[src/rtl/mul_arbiter_pkg.sv]
// Shared definitions for the HE multiplier arbiter.
// Contents: FSM state encoding and the watchdog counter width helper.
// BIT_WIDTH normally arrives from he_headers.sv; the guard keeps a
// standalone build of this slice usable.
`ifndef BIT_WIDTH
`define BIT_WIDTH 16
`endif

package he_mul_arb_pkg;

    typedef enum logic [1:0] {
        IDLE  = 2'd0,
        START = 2'd1,
        WAIT  = 2'd2,
        RESP  = 2'd3
    } arb_state_e;

    // Watchdog counter width: clog2(TIMEOUT+1), never narrower than 1 bit.
    function automatic int wd_cnt_w(input int timeout);
        int w;
        w = $clog2(timeout + 1);
        return (w < 1) ? 1 : w;
    endfunction

endpackage

[src/rtl/mul_arbiter_if.sv]
// Bus bundle between the requesters, the arbiter and the shared multiplier.
// Requester side: req, req_a, req_b -> gnt, rsp_valid, rsp_c, rsp_err.
// Multiplier side: mul_start, mul_a, mul_b -> mul_c, mul_done.
// slave  : the arbiter's view.
// master : the environment's view (requesters plus multiplier).
`ifndef BIT_WIDTH
`define BIT_WIDTH 16
`endif

interface mul_arbiter_if #(
    parameter int NUM_REQ = 4,
    parameter int DW      = `BIT_WIDTH
);
    logic [NUM_REQ-1:0]         req;
    logic [NUM_REQ-1:0][DW-1:0] req_a;
    logic [NUM_REQ-1:0][DW-1:0] req_b;
    logic [NUM_REQ-1:0]         gnt;
    logic [NUM_REQ-1:0]         rsp_valid;
    logic [2*DW-1:0]            rsp_c;
    logic                       rsp_err;
    logic                       mul_start;
    logic [DW-1:0]              mul_a;
    logic [DW-1:0]              mul_b;
    logic [2*DW-1:0]            mul_c;
    logic                       mul_done;

    modport slave (
        input  req, req_a, req_b, mul_c, mul_done,
        output gnt, rsp_valid, rsp_c, rsp_err, mul_start, mul_a, mul_b
    );

    modport master (
        output req, req_a, req_b, mul_c, mul_done,
        input  gnt, rsp_valid, rsp_c, rsp_err, mul_start, mul_a, mul_b
    );
endinterface

[src/rtl/mul_arbiter_rr_arbiter.sv]
// Combinational round-robin pick.
// Ports: req_i (request vector), ptr_i (highest-priority index),
//        gnt_o (one-hot winner), idx_o (encoded winner), any_o (some request set).
// The search starts at ptr_i and wraps at NUM_REQ; the pointer register
// itself lives in the caller.
module rr_arbiter #(
    parameter int NUM_REQ = 4,
    parameter int IW      = $clog2(NUM_REQ)
) (
    input  logic [NUM_REQ-1:0] req_i,
    input  logic [IW-1:0]      ptr_i,
    output logic [NUM_REQ-1:0] gnt_o,
    output logic [IW-1:0]      idx_o,
    output logic               any_o
);
    always_comb begin
        int j;
        gnt_o = '0;
        idx_o = '0;
        any_o = 1'b0;
        j     = 0;
        for (int i = 0; i < NUM_REQ; i++) begin
            j = int'(ptr_i) + i;
            if (j >= NUM_REQ) begin
                j = j - NUM_REQ;
            end
            if (!any_o && req_i[j]) begin
                any_o    = 1'b1;
                gnt_o[j] = 1'b1;
                idx_o    = IW'(j);
            end
        end
    end
endmodule

[src/rtl/mul_arbiter.sv]
// Shares one DW x DW multiplier among NUM_REQ requesters (round-robin).
// Ports: clk, rst (async, active-low), bus (mul_arbiter_if.slave: request,
//        grant, response and multiplier handshake), busy (not IDLE).
// Flow: IDLE picks a winner and latches its operands, START pulses gnt and
// mul_start, WAIT collects the product or times out, RESP returns it.
`ifndef BIT_WIDTH
`define BIT_WIDTH 16
`endif

module mul_arbiter
    import he_mul_arb_pkg::*;
#(
    parameter int NUM_REQ = 4,
    parameter int DW      = `BIT_WIDTH,
    parameter int TIMEOUT = 64
) (
    input  logic         clk,
    input  logic         rst,
    mul_arbiter_if.slave bus,
    output logic         busy
);
    localparam int IW = $clog2(NUM_REQ);
    localparam int CW = wd_cnt_w(TIMEOUT);
    // The count already includes the START cycle, so firing at TIMEOUT-1
    // puts the error response exactly TIMEOUT cycles after mul_start.
    localparam int WD_LAST = (TIMEOUT > 1) ? TIMEOUT - 1 : 1;

    arb_state_e      state_q, state_d;
    logic [IW-1:0]   rr_ptr_q, rr_ptr_d;
    logic [IW-1:0]   cur_idx_q, cur_idx_d;
    logic [DW-1:0]   op_a_q, op_a_d;
    logic [DW-1:0]   op_b_q, op_b_d;
    logic [2*DW-1:0] res_q, res_d;
    logic            err_q, err_d;
    logic [CW-1:0]   wd_q, wd_d;

    logic [NUM_REQ-1:0] pick_oh;
    logic [IW-1:0]      pick_idx;
    logic               pick_any;
    logic [DW-1:0]      sel_a, sel_b;
    logic [NUM_REQ-1:0] cur_oh;
    logic               wd_fire;

    rr_arbiter #(
        .NUM_REQ (NUM_REQ),
        .IW      (IW)
    ) u_rr (
        .req_i (bus.req),
        .ptr_i (rr_ptr_q),
        .gnt_o (pick_oh),
        .idx_o (pick_idx),
        .any_o (pick_any)
    );

    // AND-OR operand select driven by the one-hot pick.
    always_comb begin
        sel_a = '0;
        sel_b = '0;
        for (int i = 0; i < NUM_REQ; i++) begin
            sel_a = sel_a | (bus.req_a[i] & {DW{pick_oh[i]}});
            sel_b = sel_b | (bus.req_b[i] & {DW{pick_oh[i]}});
        end
    end

    assign cur_oh  = {{(NUM_REQ-1){1'b0}}, 1'b1} << cur_idx_q;
    assign wd_fire = (TIMEOUT != 0) && (wd_q == CW'(WD_LAST));

    always_comb begin
        state_d   = state_q;
        rr_ptr_d  = rr_ptr_q;
        cur_idx_d = cur_idx_q;
        op_a_d    = op_a_q;
        op_b_d    = op_b_q;
        res_d     = res_q;
        err_d     = err_q;
        wd_d      = wd_q;
        case (state_q)
            IDLE: begin
                wd_d = '0;
                if (pick_any) begin
                    cur_idx_d = pick_idx;
                    op_a_d    = sel_a;
                    op_b_d    = sel_b;
                    state_d   = START;
                end
            end
            START: begin
                // mul_done here is deliberately not looked at.
                wd_d    = wd_q + CW'(1);
                state_d = WAIT;
            end
            WAIT: begin
                wd_d = wd_q + CW'(1);
                if (bus.mul_done) begin
                    res_d   = bus.mul_c;
                    err_d   = 1'b0;
                    state_d = RESP;
                end else if (wd_fire) begin
                    res_d   = '0;
                    err_d   = 1'b1;
                    state_d = RESP;
                end
            end
            RESP: begin
                rr_ptr_d = (cur_idx_q == IW'(NUM_REQ - 1)) ? '0 : cur_idx_q + IW'(1);
                state_d  = IDLE;
            end
            default: state_d = IDLE;
        endcase
    end

    always_ff @(posedge clk or negedge rst) begin
        if (!rst) begin
            state_q   <= IDLE;
            rr_ptr_q  <= '0;
            cur_idx_q <= '0;
            op_a_q    <= '0;
            op_b_q    <= '0;
            res_q     <= '0;
            err_q     <= 1'b0;
            wd_q      <= '0;
        end else begin
            state_q   <= state_d;
            rr_ptr_q  <= rr_ptr_d;
            cur_idx_q <= cur_idx_d;
            op_a_q    <= op_a_d;
            op_b_q    <= op_b_d;
            res_q     <= res_d;
            err_q     <= err_d;
            wd_q      <= wd_d;
        end
    end

    assign bus.mul_start = (state_q == START);
    assign bus.mul_a     = op_a_q;
    assign bus.mul_b     = op_b_q;
    assign bus.gnt       = (state_q == START) ? cur_oh : '0;
    assign bus.rsp_valid = (state_q == RESP) ? cur_oh : '0;
    assign bus.rsp_c     = res_q;
    assign bus.rsp_err   = err_q & (state_q == RESP);
    assign busy          = (state_q != IDLE);
endmodule

[src/flat_wrapper.sv]
// flat-port wrapper written by rule: the top's interface ports become plain ports
module mul_arbiter_flat import he_mul_arb_pkg::*;
#(
    parameter int NUM_REQ = 4,
    parameter int DW      = `BIT_WIDTH,
    parameter int TIMEOUT = 64
)
  (clk, rst, busy, bus_req, bus_req_a, bus_req_b, bus_mul_c, bus_mul_done, bus_gnt, bus_rsp_valid, bus_rsp_c, bus_rsp_err, bus_mul_start, bus_mul_a, bus_mul_b);
  mul_arbiter_if #(.NUM_REQ(NUM_REQ), .DW(DW)) bus_i ();
  input  logic clk;
  input  logic rst;
  output logic busy;
  input wire logic [$bits(bus_i.req)-1:0] bus_req;
  input wire logic [$bits(bus_i.req_a)-1:0] bus_req_a;
  input wire logic [$bits(bus_i.req_b)-1:0] bus_req_b;
  input wire logic [$bits(bus_i.mul_c)-1:0] bus_mul_c;
  input wire logic [$bits(bus_i.mul_done)-1:0] bus_mul_done;
  output wire logic [$bits(bus_i.gnt)-1:0] bus_gnt;
  output wire logic [$bits(bus_i.rsp_valid)-1:0] bus_rsp_valid;
  output wire logic [$bits(bus_i.rsp_c)-1:0] bus_rsp_c;
  output wire logic [$bits(bus_i.rsp_err)-1:0] bus_rsp_err;
  output wire logic [$bits(bus_i.mul_start)-1:0] bus_mul_start;
  output wire logic [$bits(bus_i.mul_a)-1:0] bus_mul_a;
  output wire logic [$bits(bus_i.mul_b)-1:0] bus_mul_b;
  assign bus_i.req = bus_req;
  assign bus_i.req_a = bus_req_a;
  assign bus_i.req_b = bus_req_b;
  assign bus_i.mul_c = bus_mul_c;
  assign bus_i.mul_done = bus_mul_done;
  assign bus_gnt = bus_i.gnt;
  assign bus_rsp_valid = bus_i.rsp_valid;
  assign bus_rsp_c = bus_i.rsp_c;
  assign bus_rsp_err = bus_i.rsp_err;
  assign bus_mul_start = bus_i.mul_start;
  assign bus_mul_a = bus_i.mul_a;
  assign bus_mul_b = bus_i.mul_b;
  mul_arbiter #(.NUM_REQ(NUM_REQ), .DW(DW), .TIMEOUT(TIMEOUT)) u_core (.clk(clk), .rst(rst), .bus(bus_i), .busy(busy));
endmodule
[config.mk]
export PLATFORM = sky130hd
export DESIGN_NAME = mul_arbiter_flat
export DESIGN_NICKNAME = d
export VERILOG_FILES = /design/src/rtl/mul_arbiter_pkg.sv /design/src/rtl/mul_arbiter_if.sv /design/src/rtl/mul_arbiter_rr_arbiter.sv /design/src/rtl/mul_arbiter.sv /design/src/flat_wrapper.sv
export SDC_FILE = /design/constraint.sdc
export NUM_CORES = 1
export LEC_CHECK = 0
export CAP_MARGIN = 20
export CORE_ASPECT_RATIO = 1.1
export CORE_UTILIZATION = 40
export CTS_BUF_LIST = sky130_fd_sc_hd__clkbuf_16
export DETAILED_ROUTE_END_ITERATION = 10
export PLACE_DENSITY_LB_ADDON = 0.2
export REMOVE_ABC_BUFFERS = 1
export SLEW_MARGIN = 10
export SYNTH_ARGS = -nofsm -noshare
export SYNTH_HDL_FRONTEND = slang
export SYNTH_SLANG_ARGS = --single-unit
[constraint.sdc]
create_clock -name clk -period 4.05 [get_ports clk]
set_input_delay 1.0125 -clock clk [delete_from_list [all_inputs] [get_ports clk]]
set_output_delay 1.0125 -clock clk [all_outputs]
set_load 0.03 [all_outputs]
==> impl_metrics.tcl, run 1 <==
set metrics [dict create \
    tritoncts_clock_tree "built" \
    worst-slew-pin-transition_ps 802 \
    worst_setup_hold_path_clk_slew_ps 70 \
    synth_seq_cells 78 \
    worstHoldPathType "register to register" \
    synthTopCellsByArea "sky130_fd_sc_hd__dfrtp_1 39%, sky130_fd_sc_hd__a222oi_1 6.3%, sky130_fd_sc_hd__a311oi_1 5.5%" \
    ys_seq_area_share_pct 38.6 \
    wire_per_inst_um 21.3 \
    critPathRequiredTime_ps 4300 \
    cts_num_sinks 78 \
    drive_above_1_share_pct 6.99 \
    finalClockSkew_ps 8.29 \
    netlist.top_cell.by_area "sky130_fd_sc_hd__dfrtp_1" \
    max-cap-violations 0 \
    track_usage_pct 29.5 \
    worstSetupEndpointType "register" \
    synth_ff_type "sky130_fd_sc_hd__dfrtp_1" \
    clk_path_buf_depth 2 \
    leakagePower_uw 0.00313 \
    timing.hold.worst_endpoint "u_core.bus.rsp_c[21]" \
    max-vdd-ir-drop_mv 0.426 \
    wl_um 19700 \
    cts.root.buffer_cell "sky130_fd_sc_hd__clkbuf_16" \
    hold_start "u_core.bus.rsp_c[21]" \
    place.port_buffers 241 \
    routabilityCongestion 0.902 \
    cts_post_setup_buffers_inserted 0 \
    netlist_instances 558 \
    max_clock_freq_mhz 292 \
    timing.final.ws_setup_ps 626 \
    netlist_area_um2 5060 \
    reg_to_reg_startpoint "u_core.rr_ptr_q[0]" \
    route.detailed.drc 0 \
    syn_avg_cell_area_um2 9.06 \
    synthArstFlopShare_pct 100 \
    r2r_setup_slack_ps 630 \
    clk_latency_ps 340 \
    drt_first_iter_violations 689 \
    power-per-cell-area_nw_per_um2 805 \
    vias_in_the_first_global_route 5997 \
    synth_enable_flop_cells 0 \
    dpl.cell_count 909 \
    cts_resized 0 \
    synth.cells.most_frequent "78 x sky130_fd_sc_hd__dfrtp_1, 50 x sky130_fd_sc_hd__clkbuf_1, 50 x sky130_fd_sc_hd__nand2_1" \
    drt_pass1_iterations 7 \
    die_y_um 120 \
    grt_pass1_wl_um 29700 \
    period_minus_slack_ps 3420 \
    worstRegToRegCells 8 \
    final_antenna_net_count 0 \
    timing.critical_path.arrival_ps 3680 \
    via_count 5849 \
    worstReg2RegEnd "u_core.bus.mul_a[0]" \
    start_kind "register" \
    finalHoldViolations 0 \
    route.detailed.vias_per_inst 6.32 \
    grt_max_degree 79 \
    cts_buffer_count 9 \
    synthDistinctLibCells 47 \
    crit_type "register to register" \
    fp.dieArea_um2 13100 \
    synthDominantCellAreaShare_pct 38.6 \
    pre_cts_slack_ps 409 \
    power_uw 6390 \
    diodes 0 \
    htreeDepth 3 \
    floorplan.die.width_um 109 \
    path_max_fanout 25 \
    gr-total-overflow 0 \
    fp-row-count 42 \
    fin_cells 926 \
    result_of_the_run "completed" \
    finalSetupViolations 0 \
    initial_antenna_violation_count 0 \
    synth.most_common_cell "sky130_fd_sc_hd__dfrtp_1" \
    fp.coreArea_um2 12200 \
    post-dp-hpwl_um 13300 \
    nNetsFinal 948 \
    post_cts_hold_buffer_count 0 \
    areaGrowthSynthToFinish_pct 57.0 \
    grt_setup_unrepaired "false" \
    hold-path-cell-count 2 \
    fin_crit_sh_pct 84.5 \
    timing.final.max_slew_violations 0 \
    floorplan.initialDensity_pct 41.5 \
    holdWs_ps 466 \
    synthesis.yosys.warnings 0 \
    worst_slew_margin_rel_pct 46.5 \
    top_level_ports 242 \
]
[per-stage QoR]
stage | util [%] | instance area [µm²] | TNS (ps)
CTS | 64.9 | 7910 | 0
global placement | 62.4 | 7610 | 0
global route | 65.1 | 7940 | 0
floorplan | - | 4770 | -1080
detailed placement | 62.4 | 7610 | 0
finish | 65.1 | 7940 | 0
[power by group]
part / internal, µW / leakage, µW / switching [µW]
sequential: 1140 / 0.000926 / 249
combinational: 1690 / 0.00206 / 2470
clock: 487 / 0.000148 / 357
[cells by family (layout without fill, tap and decap cells)]
kind of cell | count (synthesis) | after routing | synth area share, %
fa+ha+maj | 14 | 14 | 3.46
simple gates | 142 | 142 | 13.0
buf+inv | 74 | 288 | 6.46
compound gates | 237 | 237 | 35.1
mux | 10 | 10 | 2.89
xor+xnor | 3 | 3 | 0.520
flops | 78 | 78 | 38.6
[registers in the layout (all words and copies together), names as in the netlist]
signal            flops
u_core.bus.mul_a     16
u_core.bus.mul_b     16
u_core.bus.rsp_c     32
u_core.cur_idx_q      2
u_core.err_q          1
u_core.rr_ptr_q       2
u_core.state_q        2
u_core.wd_q           7
[routing by layer]
| layer | wire length (µm) | GRT usage [%] | part of all wire (%) |
|---|---|---|---|
| met5 | 0 | 0 | 0 |
| met4 | 511 | 15.8 | 2.6 |
| met3 | 2000 | 7.12 | 10 |
| met2 | 9760 | 51.2 | 50 |
| met1 | 7410 | 32.8 | 38 |
[worst max-delay path, cell delays in order, from the launching register on]
cell	delay [ps]
sky130_fd_sc_hd__dfrtp_1	730
sky130_fd_sc_hd__inv_1	210
sky130_fd_sc_hd__ha_1	430
sky130_fd_sc_hd__mux4_2	630
sky130_fd_sc_hd__or4b_4	530
sky130_fd_sc_hd__a22oi_4	320
sky130_fd_sc_hd__buf_12	230
sky130_fd_sc_hd__o31ai_1	100
sky130_fd_sc_hd__a31oi_1	150
[how the worst max path moves through the flow]
stage | slack [ps] | cells after the start | endpoint | from
2_1_floorplan | -30 | 7 | u_core.bus.mul_a[0] | u_core.rr_ptr_q[0]
3_3_place_gp | 510 | 7 | u_core.bus.mul_b[1] | bus_req[2]
3_5_place_dp | 410 | 7 | u_core.bus.mul_a[5] | bus_req[2]
4_1_cts | 690 | 8 | u_core.bus.mul_a[6] | u_core.rr_ptr_q[0]
5_1_grt | 380 | 8 | u_core.bus.mul_b[7] | u_core.rr_ptr_q[0]
6_report | 630 | 8 | u_core.bus.mul_a[0] | u_core.rr_ptr_q[0]
[area by class of cell]
type	count	area (µm²)
inverter	11	41.3
timing repair buffer	261	2630
multi-input combinational	406	2820
clock inverter	7	80.1
fill	1002	4250
tap	154	193
sequential	78	1950
clock buffer	9	225
[cells in the final DEF (no fill, tap or decap), types with 2 or more instances in the layout]
cell type and count:
sky130_fd_sc_hd__dfrtp_1 78, sky130_fd_sc_hd__nand2_1 50, sky130_fd_sc_hd__a31oi_1 32, sky130_fd_sc_hd__and2_1 11
sky130_fd_sc_hd__clkdlybuf4s50_1 240, sky130_fd_sc_hd__mux2i_1 2, sky130_fd_sc_hd__buf_4 16, sky130_fd_sc_hd__a222oi_1 32
sky130_fd_sc_hd__clkbuf_16 9, sky130_fd_sc_hd__o21ai_0 9, sky130_fd_sc_hd__nand3b_1 3, sky130_fd_sc_hd__o31ai_1 33
sky130_fd_sc_hd__nand2b_1 2, sky130_fd_sc_hd__xnor2_1 2, sky130_fd_sc_hd__inv_1 11, sky130_fd_sc_hd__or3_1 2
sky130_fd_sc_hd__mux2_2 4, sky130_fd_sc_hd__a22o_1 15, sky130_fd_sc_hd__buf_12 4, sky130_fd_sc_hd__a22oi_1 34
sky130_fd_sc_hd__nor2_1 39, sky130_fd_sc_hd__a21oi_1 40, sky130_fd_sc_hd__mux4_2 3, sky130_fd_sc_hd__a2bb2oi_2 2
sky130_fd_sc_hd__nand3_1 22, sky130_fd_sc_hd__nor3_1 3, sky130_fd_sc_hd__inv_6 2, sky130_fd_sc_hd__ha_1 14
sky130_fd_sc_hd__a311oi_1 32
No activity file was read; power rests on OpenSTA's default activity.
==> run 2: changes to the inputs <==
==> constraint.sdc (replaced) <==
create_clock -name clk -period 3.6 [get_ports clk]
set_input_delay 0.9 -clock clk [delete_from_list [all_inputs] [get_ports clk]]
set_output_delay 0.9 -clock clk [all_outputs]
set_load 0.03 [all_outputs]
==> impl_metrics.tcl, run 2 (synthesized netlist as in run 1, its figures left out) <==
set metrics [dict create \
    place.port_buffers 241 \
    path_max_fanout 27 \
    result_of_the_run "completed" \
    finalClockSkew_ps 9.05 \
    route.detailed.drc 0 \
    post_dp_area_um2 7640 \
    fp.coreArea_um2 12200 \
    timing.final.max_slew_violations 0 \
    finalSetupViolations 0 \
    critPathRequiredTime_ps 3860 \
    wl_um 19900 \
    grt_pass1_wl_um 30300 \
    htreeDepth 3 \
    floorplan.die.width_um 109 \
    timing.final.ws_setup_ps 468 \
    timing.critical_path.arrival_ps 3390 \
    die_y_um 120 \
    r2r_setup_slack_ps 470 \
    clk_path_buf_depth 2 \
    cts_post_setup_buffers_inserted 0 \
    post-dp-hpwl_um 13400 \
    worstHoldPathType "input pin to asynchronous set/reset pin" \
    cts_resized 0 \
    clk_latency_ps 340 \
    areaGrowthSynthToFinish_pct 58.1 \
    fin_crit_sh_pct 87.0 \
    max-vdd-ir-drop_mv 0.446 \
    leakagePower_uw 0.00318 \
    final_core_utilization_pct 65.6 \
    initial_antenna_violation_count 0 \
    path_depth 8 \
    gr-total-overflow 0 \
    cts_buffer_count 9 \
    top_level_ports 242 \
    fp.dieArea_um2 13100 \
    wire_per_inst_um 21.3 \
    cts_num_sinks 78 \
    floorplan.initialDensity_pct 41.5 \
    worst_setup_hold_path_clk_slew_ps 70 \
    holdWs_ps 429 \
    grt_setup_unrepaired "false" \
    diodes 0 \
    crit_type "register to register" \
    max-cap-violations 0 \
    final_antenna_net_count 0 \
    start_kind "register" \
    drt_first_iter_violations 944 \
    worstPathBufferInverterCount 2 \
    cts.root.buffer_cell "sky130_fd_sc_hd__clkbuf_16" \
    max_clock_freq_mhz 319 \
    final_cell_area_um2 7990 \
    critical_path.top_delay_family "multiplexers" \
    tritoncts_clock_tree "built" \
    critical-path-max-stage-delay_ps 640 \
    layout.cells.most_common "sky130_fd_sc_hd__clkdlybuf4s50_1" \
    worst-slew-pin-transition_ps 770 \
    route.detailed.vias_per_inst 6.39 \
    post_cts_hold_buffer_count 0 \
    worst_slew_margin_rel_pct 48.7 \
    track_usage_pct 30.0 \
    finalHoldViolations 0 \
    routabilityCongestion 0.874 \
    largest_reg_flops 32 \
    vias_in_the_first_global_route 6163 \
    power-per-cell-area_nw_per_um2 910 \
    worstSetupEndpointType "register" \
    crit_path_top_delay_cell "sky130_fd_sc_hd__mux4_2" \
    period_minus_slack_ps 3130 \
    fp-row-count 42 \
    pre_cts_slack_ps 224 \
    grt_max_degree 79 \
    drive_above_1_share_pct 8.07 \
    nNetsFinal 957 \
    path_cells "inv_1 > ha_1 > mux4_2 > or4b_4 > a22oi_4 > buf_12 > o31ai_1 > a31oi_1" \
    via_count 5979 \
    worstRegToRegCells 8 \
    drt_pass1_iterations 9 \
    final_cell_mix "240 x sky130_fd_sc_hd__clkdlybuf4s50_1, 78 x sky130_fd_sc_hd__dfrtp_1, 50 x sky130_fd_sc_hd__nand2_1" \
]
==> run 2: changes by cell type in the layout (fill, tap and decap cells not counted), sizes merged <==
cell / previous run / this run
buf: 21 / 30
bufinv: 1 / 2
clkinv: 2 / 1
clkinvlp: 1 / 0
inv: 14 / 15
==> run 2: final cells by class <==
cell class / count / area [µm²]
timing repair buffer: 270 / 2660
multi-input combinational: 406 / 2820
clock buffer: 9 / 225
fill: 1006 / 4200
inverter: 11 / 41.3
sequential: 78 / 1950
clock inverter: 7 / 103
tap: 154 / 193
==> run 2: path summary, 6_finish.rpt <==
check	from	to
min reg2reg	u_core.bus.rsp_c[24]	u_core.bus.rsp_c[24]
min	rst	u_core.wd_q[3]
max reg2reg	u_core.rr_ptr_q[1]	u_core.bus.mul_a[2]
min in group clk	u_core.bus.rsp_c[24]	u_core.bus.rsp_c[24]
max	u_core.rr_ptr_q[1]	u_core.bus.mul_a[2]
max in group asynchronous	rst	u_core.bus.mul_a[4]
==> run 2: metal layers <==
metal	GRT usage, %	share of wire, %	wire [µm]	up-vias
met5	0	0	0	-
met4	15.5	3.0	593	0
met3	7.82	12	2330	64
met2	51.0	49	9720	455
met1	34.1	36	7230	2818
li1	-	-	-	2642
==> run 2: metrics by stage <==
stage,TNS [ps],total power [µW],cells
after global routing,0,7670,935
after CTS,0,7210,934
after global placement,0,6050,918
after floorplan,-15480,4230,495
final,0,7280,935
after detailed placement,0,6170,918
==> run 2: worst reg2reg max path: stages, from the launching register on <==
cell and delay (ps):
sky130_fd_sc_hd__dfrtp_1 540, sky130_fd_sc_hd__inv_1 210, sky130_fd_sc_hd__ha_1 420, sky130_fd_sc_hd__mux4_2 640, sky130_fd_sc_hd__or4b_4 530, sky130_fd_sc_hd__a22oi_4 220
sky130_fd_sc_hd__buf_12 210, sky130_fd_sc_hd__o31ai_1 120, sky130_fd_sc_hd__a31oi_1 160
==> run 2: power by group <==
group	switching [µW]	internal, µW	total [µW]
sequential	255	1280	1530
clock	405	619	1020
combinational	2820	1900	4720
total	3480	3800	7280
==> RTL change 1 (settings of run 2) <==
`op_a_q`, `op_b_q`, `res_q` and `wd_q` no longer have a reset.
--- a/src/rtl/mul_arbiter.sv
+++ b/src/rtl/mul_arbiter.sv
@@ -114,21 +114,20 @@
             state_q   <= IDLE;
             rr_ptr_q  <= '0;
             cur_idx_q <= '0;
-            op_a_q    <= '0;
-            op_b_q    <= '0;
-            res_q     <= '0;
             err_q     <= 1'b0;
-            wd_q      <= '0;
         end else begin
             state_q   <= state_d;
             rr_ptr_q  <= rr_ptr_d;
             cur_idx_q <= cur_idx_d;
-            op_a_q    <= op_a_d;
-            op_b_q    <= op_b_d;
-            res_q     <= res_d;
             err_q     <= err_d;
-            wd_q      <= wd_d;
         end
+    end
+
+    always_ff @(posedge clk) begin
+        op_a_q <= op_a_d;
+        op_b_q <= op_b_d;
+        res_q  <= res_d;
+        wd_q   <= wd_d;
     end
 
     assign bus.mul_start = (state_q == START);
Function: changed (a bounded check fails within 4 cycles, from zero or initial values and one cycle with rst low).
==> RTL change 1 against run 2 <==
  * Global-route usage fell by 2.3 points
  * Clock skew rose by 2.8 ps
  * Sequential cell count did not move
  * Sequential share of layout area rose by 4.5 points
  * First-iteration DRC count fell by 39%
  * Core utilization fell by 0.33 points
  * Hold slack improved by 110 ps
  * Design area barely moved
  * Setup slack got worse by 270 ps
  * Power fell by 5.6%
  * Synthesized area rose by 0.94%
  * Wire length fell by 6.8%
==> RTL change 1: results (changes against run 2) <==
| Metric | Value |
|---|---|
| Largest net degree at the start of global routing | `36 (-54%)` |
| Slowest cell on the critical path | `a2bb2oi_4` |
| R2R Setup Slk | `190 ps (-270 ps)` |
| DR iter-0 viols | `574 (-39%)` |
| R2R depth | `7 (-1)` |
| Syn_area_per_cell | `10.1 um^2 (+12%)` |
| Bufs w/o clock | `261 (-3.3%)` |
| Async S/R FF share, synth | `8.97% (-91 points)` |
| Hold Slack | `535 ps (+106 ps)` |
| Global-route wire length before repair | `27,600 um (-9.2%)` |
| Post-synth EDFFs | `71 (+71)` |
| M3 GR Usage | `8.68% (+0.86 points)` |
| Clock skew | `11.9 ps (+2.84 ps)` |
| Routed wl met2 | `8990 um (-7.6%)` |
| Vias in the first global route | `5,557 (-9.8%)` |
| Routing usage on met2 | `47.1% (-3.9 points)` |
| Max stage delay on crit path | `800 ps (+160 ps)` |
| Sequential Area | `2310 um^2 (+18%)` |
| Routed metal-1 wire length | `6640 um (-8.1%)` |
| Crit-path max FO | `32 (+19%)` |
| Layout Nets | `910 (-4.9%)` |
| Multi-input gate share of the layout cell area | `32.2% (-3.1 points)` |
| Final clock-cell share | `3.73% (-0.37 points)` |
| Worst-margin pin slew | `1070 ps (+303 ps)` |
| Filler cells | `1,018 (+1.2%)` |
| Signal buf overhead | `32.2% (-1.0 points)` |
| Status | `completed` |
| Delay-heaviest family, CP | `compound AO/OA/AOI/OAI gates` |
| Fin cells | `888 (-5.0%)` |
==> RTL change 1: cell count changes after synthesis, sizes merged, moves of 33 or more <==
cell,change
a21oi,-36
a22oi,+60
and2,+34
dfrtp,-71
edfxtp,+71
o31ai,-33
==> RTL change 1: report_power, final <==
group | internal [mW] | switching (mW) | total, mW
clock network | 0.539 | 0.391 | 0.929
logic | 1.67 | 2.59 | 4.26
registers | 1.53 | 0.152 | 1.68
total | 3.74 | 3.13 | 6.87
==> RTL change 1: cells by family after synthesis <==
group                    synth area share [%]
multiplexers                             3.19
XOR/XNOR                                0.686
AO/OA/AOI/OAI                            27.1
buffers and inverters                    5.22
adder cells (fa/ha/maj)                  3.43
flip-flops                               45.2
AND/OR/NAND/NOR                          15.2
==> RTL change 1: through the flow <==
step / utilization [%] / power, mW
after floorplan: - / 4.18
after global placement: 62.8 / 5.75
after detailed placement: 62.8 / 5.89
after CTS: 65.2 / 6.83
after global routing: 65.2 / 7.22
final: 65.2 / 6.87
==> RTL change 2 (settings of run 2) <==
Without the edit above. `TIMEOUT` is set to 64 in 2 places; all go to 96.
--- a/src/rtl/mul_arbiter.sv
+++ b/src/rtl/mul_arbiter.sv
@@ -12,7 +12,7 @@
 #(
     parameter int NUM_REQ = 4,
     parameter int DW      = `BIT_WIDTH,
-    parameter int TIMEOUT = 64
+    parameter int TIMEOUT = 96
 ) (
     input  logic         clk,
     input  logic         rst,
--- a/src/flat_wrapper.sv
+++ b/src/flat_wrapper.sv
@@ -3,7 +3,7 @@
 #(
     parameter int NUM_REQ = 4,
     parameter int DW      = `BIT_WIDTH,
-    parameter int TIMEOUT = 64
+    parameter int TIMEOUT = 96
 )
   (clk, rst, busy, bus_req, bus_req_a, bus_req_b, bus_mul_c, bus_mul_done, bus_gnt, bus_rsp_valid, bus_rsp_c, bus_rsp_err, bus_mul_start, bus_mul_a, bus_mul_b);
   mul_arbiter_if #(.NUM_REQ(NUM_REQ), .DW(DW)) bus_i ();
Check against the original RTL: same outputs for any inputs over 10 cycles, from zero or initial values and one cycle with rst low; that may be too few to reach the edited logic, so the function may still have changed.
==> RTL change 2 against run 2 <==
  * Synthesized cell count fell by 0.72%
  * Design area about the same
  * Critical endpoint is now u_core.bus.mul_a[3]
  * Synthesized area hardly changed
  * Power down 1.1%
  * Die area grew 0.10%
  * Highest routed layer unchanged
  * Setup slack got worse by 55 ps
  * Sequential cell count is the same
  * Wire length is 2.8% lower
  * Largest power group unchanged
==> RTL change 2: results (changes against run 2) <==
| Metric | Value |
|---|---|
| Global router's overall resource usage | `28.6% (-1.4 points)` |
| RD Place Congestion | `0.837 (-4.1%)` |
| Clock skew | `7.93 ps (-1.12 ps)` |
| Synth Area in XOR/XNOR | `0.519% (about the same)` |
| Leakage power | `3.19 nW (+0.21%)` |
| Sequential share of the synthesized area | `38.6% (about the same)` |
| Worst VDD drop | `0.444 mV (-0.33%)` |
| Post-synthesis mux area share | `3.04% (+0.15 points)` |
| Crit-path max FO | `20 (-26%)` |
| Reg-to-Reg End | `u_core.bus.mul_a[3]` |
| Synth Area in Compound Gates | `35.1% (about the same)` |
| Global-route wire length before repair | `29,000 um (-4.3%)` |
| Yosys cell types | `46 (-2.1%)` |
| Adder-Cell Fraction of Synth Area | `3.46% (about the same)` |
| Routed len/inst | `20.8 um (-2.0%)` |
| Routed vias | `5,945 (-0.57%)` |
| Area contributors post-synth | `dfrtp_1 39%, a222oi_1 6.3%, a311oi_1 5.5%` |
| Worst hold path class | `register to register` |
| Hold Slack | `462 ps (+33.4 ps)` |
| Share of post-route cells with drive strength above 1 | `7.50% (-0.56 points)` |
| Status | `completed` |
| Internal | `3.81 mW (+0.36%)` |
| Placement Cell Area | `7660 um^2 (+0.29%)` |
| DRT Pass-1 Iters | `8 (-1)` |
| DR iter-0 viols | `746 (-21%)` |
## RTL change 2: layer usage
layer	global-route usage, %	routed length, um	part of all wire [%]	up-vias
met4	17.7	708	3.7	0
met1	31.7	7010	36	2791
li1	-	-	-	2631
met2	48.2	9390	49	442
met3	7.39	2210	11	81
met5	0	0	0	-
## RTL change 2: layout make-up
class	instances	area, um^2
Multi-Input combinational cell	407	2850
Inverter	8	30.0
Tap cell	154	193
Clock inverter	5	76.3
Timing Repair Buffer	266	2670
Fill cell	1004	4200
Sequential cell	78	1950
Clock buffer	9	225
## RTL change 2: kinds of logic (layout without fill, tap and decap cells)
| family | Yosys count | in the layout |
|---|---|---|
| DFF | 78 | 78 |
| adders and majority gates | 14 | 14 |
| buffers and inverters | 69 | 288 |
| and+or+nand+nor | 143 | 143 |
| xor gates and xnor gates | 3 | 3 |
| AOI/OAI and AO/OA | 236 | 236 |
| muxes | 11 | 11 |
## RTL change 2: power by group through the flow
stage | logic [mW] | clock network, mW | registers (mW)
global route | 5.00 | 0.997 | 1.57
CTS | 4.68 | 0.963 | 1.53
finish | 4.71 | 0.949 | 1.53
detailed placement | 4.67 | 0 | 1.54
global placement | 4.58 | 0 | 1.52
floorplan | 2.05 | 0 | 2.18
## RTL change 2: metrics by stage
stage	cells	power, mW	worst slack (ps)	TNS (ps)
2_1_floorplan	493	4.23	-670	-21450
3_3_place_gp	912	6.10	286	0
6_report	927	7.19	413	0
5_1_grt	927	7.57	248	0
3_5_place_dp	912	6.21	194	0
4_1_cts	926	7.18	461	0
## RTL change 2: tightest hold or removal path, delay by kind of cell (launching register included)
| kind | cells | cell delay [ps] |
|---|---|---|
| and+or+nand+nor | 2 | 100 |
| DFF | 1 | 330 |
## RTL change 2: worst max-delay path by stage
| stage | startpoint | end | cells after the start |
|---|---|---|---|
| floorplan | u_core.rr_ptr_q[0] | u_core.bus.mul_a[0] | 7 |
| global placement | bus_req[0] | u_core.bus.mul_b[2] | 7 |
| detailed placement | bus_req[0] | u_core.bus.mul_a[3] | 7 |
| CTS | u_core.state_q[0] | bus_rsp_err | 3 |
| global route | u_core.rr_ptr_q[1] | u_core.bus.mul_b[1] | 8 |
| finish | u_core.rr_ptr_q[1] | u_core.bus.mul_a[3] | 8 |
